## config.mk

```make
export PLATFORM = sky130hd
export DESIGN_NAME = phase_seq
export DESIGN_NICKNAME = d
export VERILOG_FILES = /design/src/rtl/phase_seq.sv
export SDC_FILE = /design/constraint.sdc
export NUM_CORES = 1
export LEC_CHECK = 0
export ABC_AREA = 1
export BUFFER_PORTS_ARGS = -buffer_cell sky130_fd_sc_hd__buf_2
export CAP_MARGIN = 15
export CORE_MARGIN = 1.5
export CORE_UTILIZATION = 43
export CTS_CLUSTER_DIAMETER = 200
export CTS_CLUSTER_SIZE = 16
export DETAILED_ROUTE_END_ITERATION = 10
export PLACE_DENSITY = 0.66
export SLEW_MARGIN = 20
export SYNTH_ARGS = -nofsm -noshare
export SYNTH_HDL_FRONTEND = slang
export SYNTH_SLANG_ARGS = --single-unit
export TNS_END_PERCENT = 1
```

## constraint.sdc

```tcl
create_clock -name clk -period 3.7 [get_ports clk]
set_clock_uncertainty 0.1 [all_clocks]
set_input_delay 0.185 -clock clk [delete_from_list [all_inputs] [get_ports clk]]
set_output_delay 0.185 -clock clk [all_outputs]
set_load 0.05 [all_outputs]
```

## src/rtl/phase_seq.sv

```systemverilog
// -----------------------------------------------------------------------------
// phase_seq -- five-phase instruction sequencer for the 16-bit SIMPLE core.
//
// Walks each instruction through P1 fetch, P2 decode, P3 execute,
// P4 memory/IO and P5 writeback. It emits one-hot phase strobes and the write
// enables that gate the IR, PC, register file and memory. It stalls in P4 on
// memory/IO handshakes, stops on the decoder's halt, and counts retired
// instructions.
//
// Optional build macro: PHASE_SEQ_TIMEOUT_EN
//   defined   : a wait counter plus an ERR state. A wait state that sees no
//               ack for WAIT_TIMEOUT consecutive cycles moves to ERR, which is
//               sticky until rst.
//   undefined : no counter and no ERR state. Wait states hold indefinitely
//               and timeout_err is constant 0.
//
// Ports:
//   clk          system clock
//   rst          asynchronous active-high reset (to IDLE, counters cleared)
//   start        run request, sampled in IDLE and HALT
//   stop         stop request, sampled in P5 only
//   halt_n       active-low halt from the decoder, sampled in P5
//   mem_req      instruction accesses data memory, sampled in P4
//   mem_ack      data memory done
//   io_req       instruction is IN/OUT, sampled in P4
//   io_ack       IO device done
//   phase[4:0]   one-hot phase (bit0 = P1 .. bit4 = P5), 0 outside P1-P5
//   ir_we        instruction register load (P1)
//   pc_we        PC update (P5)
//   rf_we_en     register-file write gate (P5)
//   mem_en       memory access window (P1, P4, WAIT_MEM)
//   stall        high in WAIT_MEM or WAIT_IO
//   running      high in P1-P5 and in the wait states
//   halted       high in HALT
//   timeout_err  high in ERR
//   retired      retired-instruction count, saturating
//
// Handshake: a request is a level qualified by P4 only. If mem_req is high,
// the instruction waits for mem_ack and io_req is ignored. Otherwise, if
// io_req is high, it waits for io_ack. An ack that is already high in P4
// completes the access without a wait cycle. In a wait state only the
// matching ack is looked at.
//
// All outputs are decoded from the registered state only, so no input
// reaches an output combinationally.
// -----------------------------------------------------------------------------
module phase_seq #(
   parameter int WAIT_TIMEOUT = 255,
   parameter int CNT_W        = 16
) (
   input  logic             clk,
   input  logic             rst,
   input  logic             start,
   input  logic             stop,
   input  logic             halt_n,
   input  logic             mem_req,
   input  logic             mem_ack,
   input  logic             io_req,
   input  logic             io_ack,
   output logic [4:0]       phase,
   output logic             ir_we,
   output logic             pc_we,
   output logic             rf_we_en,
   output logic             mem_en,
   output logic             stall,
   output logic             running,
   output logic             halted,
   output logic             timeout_err,
   output logic [CNT_W-1:0] retired
);

   // A zero timeout would make every wait state an immediate error.
   if (WAIT_TIMEOUT < 1) begin : g_bad_timeout
      $error("phase_seq: WAIT_TIMEOUT must be at least 1");
   end

   typedef enum logic [3:0] {
      S_IDLE,
      S_P1,
      S_P2,
      S_P3,
      S_P4,
      S_WAIT_MEM,
      S_WAIT_IO,
      S_P5,
      S_HALT
`ifdef PHASE_SEQ_TIMEOUT_EN
      , S_ERR
`endif
   } state_t;

   state_t state;
   state_t state_nx;

`ifdef PHASE_SEQ_TIMEOUT_EN
   localparam int WAIT_CNT_W = $clog2(WAIT_TIMEOUT + 1);

   logic [WAIT_CNT_W-1:0] wait_cnt;
   logic                  wait_expired;

   // wait_cnt is 0 in the first wait cycle. So the last tolerated cycle is
   // the one where it holds WAIT_TIMEOUT-1.
   assign wait_expired = (wait_cnt == WAIT_CNT_W'(WAIT_TIMEOUT - 1));

   // The counter is held at zero outside the wait states. That makes it
   // clear on entry to either wait state.
   always_ff @(posedge clk or posedge rst) begin
      if (rst) begin
         wait_cnt <= '0;
      end else if (state == S_WAIT_MEM || state == S_WAIT_IO) begin
         wait_cnt <= wait_cnt + WAIT_CNT_W'(1);
      end else begin
         wait_cnt <= '0;
      end
   end
`endif

   // State register
   always_ff @(posedge clk or posedge rst) begin
      if (rst) begin
         state <= S_IDLE;
      end else begin
         state <= state_nx;
      end
   end

   // Next-state logic
   always_comb begin
      state_nx = state;
      case (state)
         S_IDLE: begin
            if (start) state_nx = S_P1;
         end
         S_P1: state_nx = S_P2;
         S_P2: state_nx = S_P3;
         S_P3: state_nx = S_P4;
         S_P4: begin
            // Memory has priority. io_req is ignored whenever mem_req is set.
            if (mem_req) begin
               state_nx = mem_ack ? S_P5 : S_WAIT_MEM;
            end else if (io_req) begin
               state_nx = io_ack ? S_P5 : S_WAIT_IO;
            end else begin
               state_nx = S_P5;
            end
         end
         S_WAIT_MEM: begin
            // An ack in the same cycle as the timeout still completes.
            if (mem_ack) begin
               state_nx = S_P5;
            end
`ifdef PHASE_SEQ_TIMEOUT_EN
            else if (wait_expired) begin
               state_nx = S_ERR;
            end
`endif
         end
         S_WAIT_IO: begin
            if (io_ack) begin
               state_nx = S_P5;
            end
`ifdef PHASE_SEQ_TIMEOUT_EN
            else if (wait_expired) begin
               state_nx = S_ERR;
            end
`endif
         end
         S_P5: begin
            if (!halt_n) begin
               state_nx = S_HALT;
            end else if (stop) begin
               state_nx = S_IDLE;
            end else begin
               state_nx = S_P1;
            end
         end
         S_HALT: begin
            // The PC was already advanced in P5, so restart resumes at the
            // next instruction.
            if (start) state_nx = S_P1;
         end
`ifdef PHASE_SEQ_TIMEOUT_EN
         S_ERR: state_nx = S_ERR;
`endif
         default: state_nx = S_IDLE;
      endcase
   end

   // Moore output decode
   always_comb begin
      phase       = 5'b00000;
      ir_we       = 1'b0;
      pc_we       = 1'b0;
      rf_we_en    = 1'b0;
      mem_en      = 1'b0;
      stall       = 1'b0;
      running     = 1'b0;
      halted      = 1'b0;
      timeout_err = 1'b0;
      case (state)
         S_P1: begin
            phase   = 5'b00001;
            ir_we   = 1'b1;
            mem_en  = 1'b1;
            running = 1'b1;
         end
         S_P2: begin
            phase   = 5'b00010;
            running = 1'b1;
         end
         S_P3: begin
            phase   = 5'b00100;
            running = 1'b1;
         end
         S_P4: begin
            phase   = 5'b01000;
            mem_en  = 1'b1;
            running = 1'b1;
         end
         S_WAIT_MEM: begin
            phase   = 5'b01000;
            mem_en  = 1'b1;
            stall   = 1'b1;
            running = 1'b1;
         end
         S_WAIT_IO: begin
            phase   = 5'b01000;
            stall   = 1'b1;
            running = 1'b1;
         end
         S_P5: begin
            phase    = 5'b10000;
            pc_we    = 1'b1;
            rf_we_en = 1'b1;
            running  = 1'b1;
         end
         S_HALT: begin
            halted = 1'b1;
         end
`ifdef PHASE_SEQ_TIMEOUT_EN
         S_ERR: begin
            timeout_err = 1'b1;
         end
`endif
         default: begin
         end
      endcase
   end

   // The retired counter advances at the end of each P5 and sticks at
   // all-ones.
   always_ff @(posedge clk or posedge rst) begin
      if (rst) begin
         retired <= '0;
      end else if (state == S_P5 && retired != {CNT_W{1'b1}}) begin
         retired <= retired + CNT_W'(1);
      end
   end

endmodule
```

==> results by group <==
Final layout
  • Commonest non-fill, non-tap cells in the layout: nand2_1 (77), buf_2 (36), nor2_1 (25)
  • Share of cells above drive strength 1: 21.5%
  • Ant. Diodes: 0
  • Area grow syn2layout: 17.1%
  • Layout Nets: 248
  • Commonest non-fill, non-tap cell in the layout: nand2_1

Clocking
  • Max Root-Sink Buffers: 2
  • Reg clk slew, reported paths: 120 ps
  • Clk_lat worst skew: 300 ps
  • CTS tree: done
  • # H-tree levels: 1
  • Clock sink total: 20
  • CTS root buffer: clkbuf_4
  • Post-cts resize count: 0
  • CTS Buf Count: 3

Synth
  • Register bit total from synthesis: 20
  • Syn_nets: 210
  • Post-synthesis mux area share: 0%
  • Synth Area in Adders: 0.931%
  • Synthesized area: 1340 µm²
  • Synth area leaders: dfrtp_1 (37%), nand2_1 (22%), nor2_1 (7.0%)
  • Ys Warns: 0
  • Synth Area in Compound Gates: 5.12%
  • Distinct cells, synth: 23
  • Avg Synthesized Cell Area: 6.72 µm²
  • Main combinational cell family by area after synthesis: simple AND/OR/NAND/NOR gates
  • Top-area cell type share of the netlist area: 37.2%
  • Simple-gate area share of the yosys netlist: 42.6%
  • Sequential element share of the synthesized area: 37.2%
  • Largest area contributor in the netlist: dfrtp_1
  • Post-Synthesis Cells: 200
  • Xor and xnor area share after synthesis: 4.56%

Power
  • Peak VDD IR: 0.413 mV
  • Power consumption: 0.00105 W
  • Leak: 0.832 nW
  • Cell Pwr Density: 669 nW/µm²

Die
  • Number of placed I/O pins: 38
  • Initial Utilization: 44.8%
  • FP Rows: 20
  • CORE AREA: 3000 µm²
  • Die width: 58.9 µm
  • Total die area: 3470 µm²
  • Chip height: 58.9 µm

Routing
  • Total number of vias: 1349
  • Number of remaining DRC errors: 0
  • Pre-antenna DRT Iters: 4
  • Drt initial violations: 119
  • Drt total wl: 2970 µm
  • Routed Antenna Nets: 0
  • Routed wire per std cell: 11.0 µm
  • Vias per inst: 5.00

STA
  • Worst Setup Slack, final: 1720 ps
  • Fmax achieved: 505 MHz
  • Pins over their slew limit: 0
  • Setup TNS: 0 ps
  • Worst Max-Slew Pin Slew: 748 ps
  • Final setup vio count: 0
  • Min Clock Period, post-route: 1980 ps
  • Slew margin rel.: 50.1%
  • RSZ-0062 raised after global routing: false
  • Final Hold Fails: 0
  • Tcrit/Tclk final: 53.5%

Setup path
  • Crit path DAT: 2080 ps
  • Worst setup path class: reg2reg
  • CP endpoint kind: flip-flop
  • CP Launch Type: flip-flop
  • Worst-path maximum fanout: 18
  • WP data required: 3800 ps

Placement
  • GP Congestion: 0.810
  • PortBufs: 36
  • Detailed Place HPWL: 2310 µm
  • Post-Place Setup Slack: 1740 ps

Run
  • Max-cap viol count: 0

Global route
  • Initial antenna violation count: 0
  • Number of global-route vias before repair: 1148
  • First-pass GRT wire length: 5090 µm
  • Grt ovf: 0
  • All-Layer GR Usage: 19.0%
  • Largest net degree at the start of global routing: 21

Hold path
  • Tightest Hold Check Type: in2reg

Run status
  • Status: finished clean
## metal layers
metal	part of all wire [%]	track usage [%]	up-vias
li1	-	-	699
met1	51	28.8	599
met2	42	28.1	47
met3	6.1	2.64	4
met4	1.1	5.84	0
met5	0	0	-
## path summary, 6_finish.rpt
path / from / end / slack [ps] / cells past startpoint
max in group asynchronous: rst / retired[6] / 2590 / 3
worst min-delay path: halt_n / state[3] / 50 / 4
worst max-delay path: retired[0] / retired[10] / 1720 / 8
worst max register to register: retired[0] / retired[10] / 1720 / 8
min in group asynchronous: rst / retired[2] / 440 / 3
worst min register to register: retired[8] / retired[8] / 470 / 1
## what timing repair did
action / 4_1_cts / 5_1_grt
setup endpoints to repair: 0 / 0
hold buffers: 1 / 0
hold endpoints to repair: 20 / 0
buffers inserted: 0 / 0
## per-stage QoR
stage	instances	util (%)	cell area [µm²]	hold WS (ps)
6_report	270	52.4	1570	46.4
5_1_grt	270	52.4	1570	56.7
4_1_cts	270	52.4	1570	46.2
3_5_place_dp	265	50.9	1530	268
3_3_place_gp	265	50.9	1530	268
2_1_floorplan	200	-	1340	48.8
## cell families after synthesis
logic type	after synthesis
DFF	20
buffers and inverters	27
other	1
AOI/OAI and AO/OA	11
and+or+nand+nor	133
xor gates and xnor gates	7
adders and majority gates	1
## layout make-up
| type | instances | area, µm² |
|---|---|---|
| Fill cell | 304 | 1430 |
| Multi-Input combinational cell | 153 | 719 |
| Sequential cell | 20 | 500 |
| Timing Repair Buffer | 37 | 190 |
| Inverter | 23 | 86.3 |
| Tap cell | 33 | 41.3 |
| Clock buffer | 4 | 36.3 |
## worst max-delay path: stages, from the launching register on
cell and delay (ps):
dfrtp_1 470, ha_1 240, nand3_2 140, clkinv_1 100
nand2_2 80, o21ai_4 400, inv_2 200, nand2_1 110
nand2_1 50
## where the power goes
part	internal [W]	total, W	switching [W]	leakage [nW]
Combinational	0.000142	0.000616	0.000474	0.541
Sequential	0.000257	0.000309	0.0000525	0.270
Clock	0.0000600	0.000129	0.0000689	0.0210
## cell usage after synthesis
master / number
nand3_1: 11
a211oi_1: 1
o21ai_0: 8
o21ai_4: 1
xnor2_1: 7
nand4_1: 8
a21oi_1: 1
nand2_2: 4
nor2_1: 25
ha_1: 1
inv_2: 1
nand3_2: 1
nor3_1: 3
nand2_1: 77
clkinv_1: 1
conb_1: 1
dfrtp_1: 20
or2_2: 1
nor2_2: 1
buf_4: 2
buf_6: 2
nor2_4: 2
inv_1: 21
## state kept, by name, summed over array words and instances, names as in the netlist
name     count
retired     16
state        4
(Power assumes the default switching activity.)
